--- src/rtl/sysid_checker_pkg.sv ---
// sysid_checker_pkg: shared state encoding, Avalon word addresses and wait-counter width for the system-ID boot checker
package sysid_checker_pkg;
  typedef enum logic [2:0] {IDLE, RD_ID, RD_TS, CHECK, RETRY, FINISH} state_t;
  localparam logic ADDR_ID = 1'b0;
  localparam logic ADDR_TS = 1'b1;
  localparam int WAIT_W = 16;
endpackage

--- src/rtl/sysid_wait_timer.sv ---
// sysid_wait_timer: counts stalled read cycles; expired flags the stall cycle that reaches limit
// Ports: clock, reset_n (async active-low), clr (zero the count), en (count this cycle),
//        limit (cycles allowed), expired (this enabled cycle is the limit-th one)
module sysid_wait_timer
  import sysid_checker_pkg::*;
(
  input  logic              clock,
  input  logic              reset_n,
  input  logic              clr,
  input  logic              en,
  input  logic [WAIT_W-1:0] limit,
  output logic              expired
);
  logic [WAIT_W-1:0] cnt;
  // Fires alongside the enable so the FSM leaves the read state on the same edge the count reaches limit
  assign expired = en && (cnt == limit - WAIT_W'(1));
  always_ff @(posedge clock or negedge reset_n)
    if (!reset_n) cnt <= '0;
    else cnt <= clr ? '0 : en ? cnt + WAIT_W'(1) : cnt;
endmodule

--- config.mk ---
export PLATFORM = sky130hd
export DESIGN_NAME = sysid_wait_timer
export DESIGN_NICKNAME = d
export VERILOG_FILES = /design/src/rtl/sysid_checker_pkg.sv /design/src/rtl/sysid_wait_timer.sv
export SDC_FILE = /design/constraint.sdc
export NUM_CORES = 1
export LEC_CHECK = 0
export ABC_CLOCK_PERIOD_IN_PS = 5800
export BUFFER_PORTS_ARGS = -buffer_cell sky130_fd_sc_hd__buf_2
export CAP_MARGIN = 0
export CELL_PAD_IN_SITES_DETAIL_PLACEMENT = 1
export CELL_PAD_IN_SITES_GLOBAL_PLACEMENT = 2
export CORE_MARGIN = 3
export CORE_UTILIZATION = 30
export DETAILED_ROUTE_END_ITERATION = 10
export GPL_TIMING_DRIVEN = 0
export PLACE_DENSITY_LB_ADDON = 0.1
export RECOVER_POWER = 50
export REMOVE_ABC_BUFFERS = 1
export SYNTH_ARGS = -nofsm -noshare
export SYNTH_HDL_FRONTEND = slang
export SYNTH_SLANG_ARGS = --single-unit
--- constraint.sdc ---
create_clock -name clock -period 5.8 [get_ports clock]
set_input_delay 0.29 -clock clock [delete_from_list [all_inputs] [get_ports clock]]
set_output_delay 0.29 -clock clock [all_outputs]
set_load 0.01 [all_outputs]
==> run metrics <==
outcome finished clean; Max stage delay on crit path 590 ps; largest net degree at the start of global routing 18; Routed Antenna Nets 0; Worst EP arrival 2350 ps; first-pass GRT wire length 5692 microns; total power 256.6 uW; Setup CP Type input port to output port; dominant cell type by area after synthesis dfrtp_1; fin nets 200; unrepaired setup endpoints after global routing no; Slew @ Worst Pin 912.8 ps; Clk Latency, worst-skew pair 250 ps; worst-path maximum fanout 7; vias in the first global route 1173; Final Hold Viols 0; P_leak 0.0005982 uW; DRC 0; top cells by count, synth 22 x nor2_1, 19 x xnor2_1, 16 x dfrtp_1; dpl hpwl 2707 microns; die area 5191 sq um; Pwr Density 172.3 nW/um^2; ys async rst share 1.000; number of fill cells 505; DIE WIDTH 72.05 microns; Rows 23; Post-synth EDFFs 0; # resized after CTS 0; total grt overflow 0; DR pass1 iterations 4; Total GRT Usage 0.1385; worst IR drop on VDD 0.0001098 V; GP Congestion 0.7395; CP required 5510 ps; I/O Pins 21; clk_skew 8.654 ps; final WL 3380 microns; post-route minimum period 2643 ps; Seq/Total Area, Yosys 0.3059; clk root buf clkbuf_8; final setup margin 3157 ps; max_slew headroom 0.3915; CP Buf/Inv Count 2; Reg clk slew, reported paths 70 ps; top cell family by delay on the critical path simple AND/OR/NAND/NOR gates; CTS tree done; Max Slew Vio Count 0; Most used DFF post-synth dfrtp_1; WL/cell 14.89 microns; CP Cell Sequence buf_2 > or4_4 > or3_1 > nor3b_1 > xnor2_1 > nand3_1 > nor4_2 > buf_2; ranking of synthesized cells by area dfrtp_1 31%, xnor2_1 13%, xor2_1 8.7%; syn_area_per_cell 8.180 sq um; fin crit share 0.4557; Worst R2R Setup Slack 4000 ps; Top reg by flops cnt; synth unique cells 35; initial core utilization 0.3180; Max Fclk 378.3 MHz; synth-to-layout area growth 13.77%; worst hold path class input port to flop; input/output buffers 20; Largest register FFs 16; final setup vio count 0; Largest regs cnt (16); Startpoint Class input port; H-tree depth 1; total clock sinks 16; Core Footprint 4115 sq um; Hold WS 382.8 ps; MaxCap Viol Count 0; vias 1195; Post-Syn Area 1309 sq um; die extent in y 72.05 microns; Slowest cell on crit path or4_4; setup TNS 0 ps; cells after synthesis 160; CTS buffer count 3; Post-Place Setup Slack 3142 ps; Yosys top cell area share 0.3059; number of synthesis warnings 0; #FFs+latches synth 16; # diodes 0; most numerous cell in the Yosys netlist nor2_1; initial antenna violation count 0; CTS Buffer Depth 2; Setup Fix Bufs, Post-CTS 0; via density per instance 5.264; critical path endpoint category output port; Most common cell on crit path buf_2; share of post-route cells with drive strength above 1 0.1525; DR iter-0 viols 58
cell usage in the layout, fill, tap and decap left out:
| cell type | synthesis | final |
|---|---|---|
| xor2_1 | 13 | 13 |
| dfrtp_1 | 16 | 16 |
| buf_2 | 1 | 19 |
| xnor2_1 | 19 | 19 |
| o41ai_1 | 1 | 1 |
| nor3_1 | 3 | 3 |
| o211a_1 | 1 | 1 |
| clkbuf_8 | 0 | 4 |
| a31o_1 | 1 | 1 |
| nand3_1 | 9 | 9 |
| or4_4 | 2 | 2 |
| or2_1 | 1 | 1 |
| ha_1 | 2 | 2 |
| or3_1 | 4 | 4 |
| dlygate4sd3_1 | 0 | 1 |
| and3_1 | 1 | 1 |
| o21ai_0 | 6 | 6 |
| inv_1 | 5 | 5 |
| nand3b_1 | 2 | 2 |
| a31oi_1 | 3 | 3 |
| nor4b_1 | 1 | 1 |
| nor2_2 | 1 | 1 |
| a21o_1 | 1 | 1 |
| a21oi_1 | 8 | 8 |
| nor3b_1 | 1 | 1 |
| or4_1 | 3 | 3 |
| nor4_2 | 1 | 1 |
| o21bai_1 | 1 | 1 |
| nor4_1 | 6 | 6 |
| o31ai_1 | 1 | 1 |
| o22ai_1 | 1 | 1 |
| nor2_1 | 22 | 22 |
| nand4_1 | 3 | 3 |
| clkbuf_1 | 5 | 1 |
| mux2i_1 | 2 | 2 |
| nand2_1 | 11 | 11 |
path summary, 6_finish.rpt:
kind	from	endpoint	cells past startpoint
hold / removal	en	cnt[0]$_DFFE_PN0P_	3
max in group asynchronous	reset_n	cnt[15]$_DFFE_PN0P_	2
min in group asynchronous	reset_n	cnt[7]$_DFFE_PN0P_	2
hold reg to reg	cnt[15]$_DFFE_PN0P_	cnt[15]$_DFFE_PN0P_	2
setup reg to reg	cnt[2]$_DFFE_PN0P_	cnt[13]$_DFFE_PN0P_	6
setup / recovery	limit[2]	expired	8
cells by family (layout without fill, tap and decap cells):
group                    after synthesis  in the layout  share of synthesized area
buffers and inverters                 13             30                    0.04971
AND/OR/NAND/NOR                       71             71                     0.2849
AO/OA/AOI/OAI                         24             24                     0.1109
XOR/XNOR                              32             32                     0.2142
flip-flops                            16             16                     0.3059
adder cells (fa/ha/maj)                2              2                    0.01912
multiplexers                           2              2                    0.01530
worst reg2reg max path, delay by kind of cell (launching register included):
kind                      cells  cell delay [ps]
and+or+nand+nor               4              870
xor gates and xnor gates      1              160
DFF                           1              450
AOI/OAI and AO/OA             1              200
per-layer routing:
| metal | vias up | routed length, microns | GRT usage |
|---|---|---|---|
| li1 | 600 | - | - |
| met1 | 579 | 1686 | 0.1930 |
| met2 | 14 | 1586 | 0.2245 |
| met3 | 2 | 88 | 0.01524 |
| met4 | 0 | 19 | 0.04384 |
| met5 | - | 0 | 0 |
per-stage QoR:
stage	instance area, sq um	std cells	utilization
after global placement	1425	222	0.3463
after floorplan	1262	152	-
after global routing	1489	227	0.3618
after detailed placement	1425	222	0.3463
final	1489	227	0.3618
after CTS	1490	227	0.3621
layout make-up:
class	instances	area (sq um)	share of cell area
Sequential cell	16	400.4	0.2689
Tap cell	50	62.56	0.04202
Inverter	5	18.77	0.01261
Timing Repair Buffer	21	108.9	0.07311
Multi-Input combinational cell	131	843.3	0.5664
Clock buffer	4	55.05	0.03697
power by group:
group | switching (uW) | internal [uW]
Clock | 39.6 | 60.2
Sequential | 2.37 | 113
Combinational | 24.3 | 17.1
Total | 66.2 | 190
what timing repair did:
| item | CTS | global route |
|---|---|---|
| endpoints found under the setup margin | 0 | 0 |
| endpoints found under the hold margin | 16 | 0 |
| hold buffers | 1 | 0 |
Power figures use the tool's default switching activity.
